## src/rtl/nand_phy_ctl_seq.sv

```systemverilog
// NAND PHY latch-cycle sequencer: drives one CLE/ALE byte per request with programmable WE# timing.
// Latency: 1 SETUP + max(twp,1) WE_LOW + max(twh,1) WE_HIGH cycles, then back to IDLE.
// Backpressure: req_ready only in IDLE; ready/busy pins are synchronised and glitch-filtered.
module nand_phy_ctl_seq #(
  parameter int CENS_PER_IO = 2,
  parameter int RBS_PER_IO  = 2,
  parameter int TW          = 4,
  parameter int RB_FILTER   = 4,
  parameter int CE_W        = 1
) (
  input  logic                   clk0,
  input  logic                   rst0,
  input  logic                   req_valid,
  output logic                   req_ready,
  input  logic                   req_type,
  input  logic [7:0]             req_data,
  input  logic [CE_W-1:0]        req_ce,
  input  logic                   req_last,
  input  logic [TW-1:0]          cfg_twp,
  input  logic [TW-1:0]          cfg_twh,
  input  logic                   ctrl_wpn,
  output logic                   cle,
  output logic                   ale,
  output logic                   wrn,
  output logic                   wpn,
  output logic [CENS_PER_IO-1:0] cen,
  output logic [7:0]             dq_out,
  output logic                   dq_oe,
  input  logic [RBS_PER_IO-1:0]  rb,
  output logic [RBS_PER_IO-1:0]  ctrl_rb,
  output logic                   busy
);

  localparam logic [1:0] IDLE    = 2'd0;
  localparam logic [1:0] SETUP   = 2'd1;
  localparam logic [1:0] WE_LOW  = 2'd2;
  localparam logic [1:0] WE_HIGH = 2'd3;

  localparam int FCW = (RB_FILTER > 1) ? $clog2(RB_FILTER) : 1;
  localparam logic [FCW-1:0] FMAX = FCW'(RB_FILTER - 1);

  logic [1:0]             state;
  logic [TW-1:0]          cnt;
  logic [TW-1:0]          twp_q;
  logic [TW-1:0]          twh_q;
  logic                   last_q;
  logic [CENS_PER_IO-1:0] cen_sel;

  logic [RBS_PER_IO-1:0]  rb_s1;
  logic [RBS_PER_IO-1:0]  rb_s2;
  logic [FCW-1:0]         fcnt [RBS_PER_IO];

  // Phase length counts down to zero; a zero config still yields one cycle.
  function automatic logic [TW-1:0] phase_cnt(input logic [TW-1:0] v);
    return (v == '0) ? '0 : v - 1'b1;
  endfunction

  assign req_ready = (state == IDLE);
  assign busy      = (state != IDLE);

  // Active-low one-hot chip enable; an out-of-range index selects nothing.
  always_comb begin
    cen_sel = '1;
    for (int i = 0; i < CENS_PER_IO; i++) begin
      cen_sel[i] = (32'(req_ce) != 32'(i));
    end
  end

  // Latch-cycle FSM; all pins are registered here so no logic follows the flops.
  always_ff @(posedge clk0) begin
    if (rst0) begin
      state  <= IDLE;
      cnt    <= '0;
      twp_q  <= '0;
      twh_q  <= '0;
      last_q <= 1'b0;
      cen    <= '1;
      wrn    <= 1'b1;
      cle    <= 1'b0;
      ale    <= 1'b0;
      dq_out <= '0;
      dq_oe  <= 1'b0;
    end else begin
      case (state)
        IDLE: begin
          if (req_valid) begin
            state  <= SETUP;
            cen    <= cen_sel;
            cle    <= ~req_type;
            ale    <= req_type;
            dq_out <= req_data;
            dq_oe  <= 1'b1;
            wrn    <= 1'b1;
            last_q <= req_last;
            twp_q  <= cfg_twp;
            twh_q  <= cfg_twh;
          end
        end
        SETUP: begin
          state <= WE_LOW;
          wrn   <= 1'b0;
          cnt   <= phase_cnt(twp_q);
        end
        WE_LOW: begin
          if (cnt == '0) begin
            state <= WE_HIGH;
            wrn   <= 1'b1;
            cnt   <= phase_cnt(twh_q);
          end else begin
            cnt <= cnt - 1'b1;
          end
        end
        WE_HIGH: begin
          if (cnt == '0) begin
            state <= IDLE;
            cle   <= 1'b0;
            ale   <= 1'b0;
            dq_oe <= 1'b0;
            if (last_q) cen <= '1;
          end else begin
            cnt <= cnt - 1'b1;
          end
        end
        default: state <= IDLE;
      endcase
    end
  end

  // Write protect is a straight one-cycle retime of the controller request.
  always_ff @(posedge clk0) begin
    if (rst0) wpn <= 1'b0;
    else      wpn <= ctrl_wpn;
  end

  // Ready/busy: 2-flop synchroniser, then output flips only after RB_FILTER consecutive differing samples.
  always_ff @(posedge clk0) begin
    if (rst0) begin
      rb_s1   <= '0;
      rb_s2   <= '0;
      ctrl_rb <= '0;
      for (int i = 0; i < RBS_PER_IO; i++) fcnt[i] <= '0;
    end else begin
      rb_s1 <= rb;
      rb_s2 <= rb_s1;
      for (int i = 0; i < RBS_PER_IO; i++) begin
        if (rb_s2[i] != ctrl_rb[i]) begin
          if (fcnt[i] == FMAX) begin
            ctrl_rb[i] <= rb_s2[i];
            fcnt[i]    <= '0;
          end else begin
            fcnt[i] <= fcnt[i] + 1'b1;
          end
        end else begin
          fcnt[i] <= '0;
        end
      end
    end
  end

endmodule

```

## config.mk

```make
export PLATFORM = sky130hd
export DESIGN_NAME = nand_phy_ctl_seq
export DESIGN_NICKNAME = d
export VERILOG_FILES = /design/src/rtl/nand_phy_ctl_seq.sv
export SDC_FILE = /design/constraint.sdc
export NUM_CORES = 1
export LEC_CHECK = 0
export CORE_ASPECT_RATIO = 0.75
export CORE_MARGIN = 2
export CORE_UTILIZATION = 49
export DETAILED_ROUTE_END_ITERATION = 10
export PLACE_DENSITY_LB_ADDON = 0.25
export SKIP_CTS_REPAIR_TIMING = 1
export SYNTH_ARGS = -nofsm -noshare
export SYNTH_HDL_FRONTEND = slang
export SYNTH_SLANG_ARGS = --single-unit
```

## constraint.sdc

```tcl
create_clock -name clk0 -period 2.4 [get_ports clk0]
set_input_delay 0.36 -clock clk0 [delete_from_list [all_inputs] [get_ports clk0]]
set_output_delay 0.36 -clock clk0 [all_outputs]
set_load 0.05 [all_outputs]
```

* Word-level counts from Yosys, hierarchy flattened
Memory sizes are Yosys's and may differ from the RTL's. Cells that the tools add are included.
Word-level totals: bits in writable memories 4, logic and storage cells 110, memories kept 1, input bits 25, register bits 36, output and inout port bits 19
Memory list:
- fcnt | words 2, bits a word 2, read ports 2, clocked after memory_dff 0, wr ports 2, RTL line 51 | logic [FCW-1:0] fcnt [RBS_PER_IO];
Operators by class: bitwise gates (word level) 8, equality and inequality tests 12, multiplexer cells 52, reductions and logical operators 16, add/subtract/negate cells 5
Operator list (count):
- $mux 1 | 29
- $mux 2 | 12
- $mux 4 | 4
- $logic_not 4->1 | 3
- $pmux 4 s3 | 1
- $sub 4x1->4 const B | 3
- $ne 2x2->1 const B | 5
- $reduce_and 3->1 | 3
- $eq 2x2->1 const B | 4
- $pmux 2 s4 | 1
- $reduce_and 2->1 | 4
- $or 1x1->1 | 6
- $pmux 1 s2 | 3
- $reduce_bool 3->1 | 2
- $add 2x1->2 const B | 2
- $pmux 2 s2 | 1
- $reduce_and 4->1 | 1
- $reduce_bool 2->1 | 2
- $pmux 1 s3 | 1
- $eq 2x1->1 const B | 1
- $logic_not 2->1 | 1
- $ne 1x1->1 | 2
- $not 1->1 | 2

* Depth between registers and ports, before layout
depth after elaboration 8, mapped depth 8, depth with buffers taken out 6

* Worst setup path after synthesis
Ideal clock, no wire load.
path kind reg2reg, start point reg state[0], end point reg cen[0], arrival 1.949 ns, cell stages (with the launch flop) 8, setup slack 0.332 ns, setup time 0.119 ns, period minus slack after synthesis 2.068 ns, cell sequence dfxtp_1 -> inv_1 -> ha_1 -> buf_2 -> inv_1 -> or3_1 -> nor2_1 -> o21ai_1
Between the ends: word-level cells in the longest chain between the ends 3
RTL lines:
- start, declared | RTL line 42 | logic [1:0] state;
- start signal, assigned | RTL line 72 | state <= IDLE;
- start signal, assigned | RTL line 87 | state <= SETUP;
- start signal, assigned | RTL line 100 | state <= WE_LOW;
- $logic_not 2->1 (*)
- via req_ready | RTL line 14 | output logic req_ready,
- $ne 2x2->1 (no source line) / $reduce_bool 2->1 (equally long branches)
- $reduce_and 4->1 (no source line)
- end signal, assigned | RTL line 88 | cen <= cen_sel;
- end, declared | RTL line 26 | output logic [CENS_PER_IO-1:0] cen,
Mark *: on every way through the listed nets, which the timed path passes. The rest lies on a longest branch. A chain may end at the register's enable or synchronous reset.

* Final worst setup path
start point reg state[0], end point out busy
Between the ends: word-level cells in the longest chain between the ends 1
RTL lines:
- $reduce_bool 2->1 | RTL line 59 | assign busy = (state != IDLE);
- end, declared | RTL line 31 | output logic busy
No other way between the ends.

==> qor.csv <==
stage,metric,value,unit
outcome,result of the run,"finished, final reports clean",
critical_path,setup slack on the worst flop-to-flop path,520,ps
finish,antenna cells,0,
cts,master cell of the clock root buffer,sky130_fd_sc_hd__clkbuf_8,
finish,storage element area,841,sq um
min_path,startpoint of the lowest-slack hold path,rb_s1[1]$_SDFF_PP0_,
sta,maximum clock skew at final layout,4.34,ps
global_route,via count of the first global-routing pass,1427,
global_route,global-route wire length before repair,6530,microns
pwr,Leakage Power,0.983,nW
synthesis,"flops & latches, synth",40,
sta,setup slack of the critical path after layout,363,ps
cts,TritonCTS buffer count,5,
finish,area growth from synthesis to layout,30.3,%
routing,number of iterations in the first detailed-routing pass,4,
synthesis,cell area after synthesis,0.00183,sq mm
run,max_cap viols,0,
critical_path,Crit. End Element,output pin,
cts,clock-pin slew reported for the worst setup and hold paths after clock tree synthesis,80,ps
critical_path,Worst Path Arrival,1680,ps
sta,setup repair after global routing missed its margin,false,
cts,clock tree from TritonCTS,done,
sta,Slew Limit Headroom,59.3,%
finish,Final Util,66.1,%
synthesis,proportion of synthesized flip-flops having asynchronous set or reset,0,%
min_path,worst hold-check path type,reg -> reg,
critical_path,required time at the endpoint of the critical path,2040,ps
critical_path,Crit Reg-Reg Endpoint,ale$_SDFFE_PP0P_,
pwr,largest vdd supply drop,0.884,mV
finish,fraction of layout cells with a size suffix above 1,4.25,%
critical_path,Worst Path Max Fanout,12,
die,number of placement rows,19,
critical_path,Critical Path End,busy,
pwr,power consumption,2.70,mW
die,core box area,0.00361,sq mm
pwr,areal power density over the cells,1130,mW/mm^2
routing,final routed DRC violation total,0,
die,Die Outline Area,0.00425,sq mm
finish,"commonest non-fill, non-tap cells in the layout","41 x sky130_fd_sc_hd__clkdlybuf4s50_1, 39 x sky130_fd_sc_hd__nand2_1, 36 x sky130_fd_sc_hd__dfxtp_1",
finish,fill count,331,
die,x dimension of the die,74.7,microns
critical_path,kind of start point of the critical path,flop,
synthesis,post-synthesis cell type count,38,
global_route,remaining global-route overflow,0,
sta,final critical-path required period,2040,ps
global_route,number of antenna violations at the first check in global routing,0,
die,I/O Pins,44,
synthesis,count of warnings emitted by yosys,0,
sta,highest clock rate,491,MHz
finish,"most common cell after layout, fill and taps aside",sky130_fd_sc_hd__clkdlybuf4s50_1,
routing,Total Wirelength,3940,microns
synthesis,part of the Yosys area used for sequential elements,45.8,%
cts,worst-case clock buffer depth,2,
synthesis,leading register cell type out of synthesis,sky130_fd_sc_hd__dfxtp_1,
synthesis,Mapped Avg Cell Area,8.57,sq um
global_route,pin count of the biggest net entering global routing,25,
sta,worst hold slack,450,ps
critical_path,worst r2r path cells,6,
critical_path,type of the worst setup path,reg -> out,
synthesis,cell count after synthesis,214,
sta,Tightest Pin Transition,610,ps
cts,Skew-Pair Late Insertion Delay,290,ps
placed_design,RePlAce Congestion,0.879,
finish,multi-input logic area,910,sq um
placed_design,Port-buffer cells,43,
routing,vias per inst,5.06,
sta,setup violators final,0,
routing,Post-DRT Antenna Nets,0,
global_route,gr usage total,20.2,%
die,starting density of the core,50.8,%
routing,number of vias in the routed layout,1573,
placed_design,instance count after placement with tap cells included,303,
synthesis,"EDFF count, synth",4,
die,DIE HEIGHT,57.0,microns
critical_path,Worst Setup SP,state[0]$_SDFFE_PP0P_,
routing,DRC violation total after the first TritonRoute iteration,67,
finish,Final #Nets,293,
routing,WL/cell,12.7,microns
finish,final non-filler cell total,311,
critical_path,Reg2Reg Launch Point,cnt[0]$_SDFFE_PP0P_,
sta,fin. max-slew vios,0,
sta,Final Cycle Share,84.9,%
placed_design,pre-CTS setup slack,329,ps
cts,clock sinks,40,
cts,H-Tree Level Count,2,
placed_design,detailed-placement wirelength estimate,2750,microns
sta,Final Hold Viols,0,
worst min-delay path by stage:
stage | endpoint | cells after the start
after floorplan | rb_s2[0]$_SDFF_PP0_ | 1
after global routing | rb_s2[1]$_SDFF_PP0_ | 1
after detailed placement | rb_s2[1]$_SDFF_PP0_ | 1
after global placement | rb_s2[0]$_SDFF_PP0_ | 1
final | rb_s2[1]$_SDFF_PP0_ | 1
after CTS | rb_s2[1]$_SDFF_PP0_ | 1
critical path: stages (launching register included):
cell	delay, ps
sky130_fd_sc_hd__dfxtp_1	380
sky130_fd_sc_hd__inv_1	80
sky130_fd_sc_hd__ha_1	350
sky130_fd_sc_hd__inv_1	140
sky130_fd_sc_hd__dlymetal6s2s_1	430
power breakdown:
part           total, mW  internal, mW  switching [mW]
combinational       1.35         0.490           0.864
clock              0.427         0.197           0.230
sequential         0.915         0.813           0.102
total               2.70          1.50            1.20
routing by layer:
layer	vias up	wire (microns)	global-route usage (%)
met1	707	1870	29.4
met4	0	67	8.93
met2	55	1670	26.9
li1	803	-	-
met3	8	325	7.07
met5	-	0	0
cell type report:
type	instances	share of cell area (%)
Sequential cell	40	35.2
Clock inverter	3	0.576
Clock buffer	5	2.88
Tap cell	52	2.72
Multi-Input combinational cell	154	38.1
Timing Repair Buffer	44	18.5
Inverter	13	2.04
sequential cells by signal, indices dropped and copies added, names as in the netlist:
name     flops
cle          1
wrn          1
cen          2
twp_q        4
wpn          1
ale          1
last_q       1
fcnt         4
dq_oe        1
twh_q        4
state        2
rb_s2        2
dq_out       8
rb_s1        2
cnt          4
ctrl_rb      2
cells in the mapped netlist (5+ instances only):
cell type	instances	area, sq um
sky130_fd_sc_hd__ha_1	10	125
sky130_fd_sc_hd__dfxtp_1	36	721
sky130_fd_sc_hd__a211oi_1	5	37.5
sky130_fd_sc_hd__nand2_1	39	146
sky130_fd_sc_hd__clkbuf_1	8	30.0
sky130_fd_sc_hd__a21oi_1	23	115
sky130_fd_sc_hd__mux2i_1	5	50.1
sky130_fd_sc_hd__nor2b_1	7	43.8
sky130_fd_sc_hd__inv_1	13	48.8
sky130_fd_sc_hd__nor2_1	20	75.1
stage by stage:
stage	TNS (ps)	instance area (sq um)
finish	0	2390
global route	0	2390
CTS	-2.74	2380
detailed placement	0	2300
global placement	0	2300
floorplan	0	1850
logic make-up (layout without fill, tap and decap cells):
logic type | Yosys count | count (layout) | synth area share (%)
AOI/OAI and AO/OA | 46 | 46 | 16.0
xor gates and xnor gates | 4 | 4 | 1.91
adders and majority gates | 10 | 10 | 6.82
buffers and inverters | 23 | 65 | 5.18
DFF | 40 | 40 | 45.8
muxes | 6 | 6 | 3.34
other | 1 | 4 | 0.204
and+or+nand+nor | 84 | 84 | 20.7
Note: power is estimated with default switching activity, not from simulation.
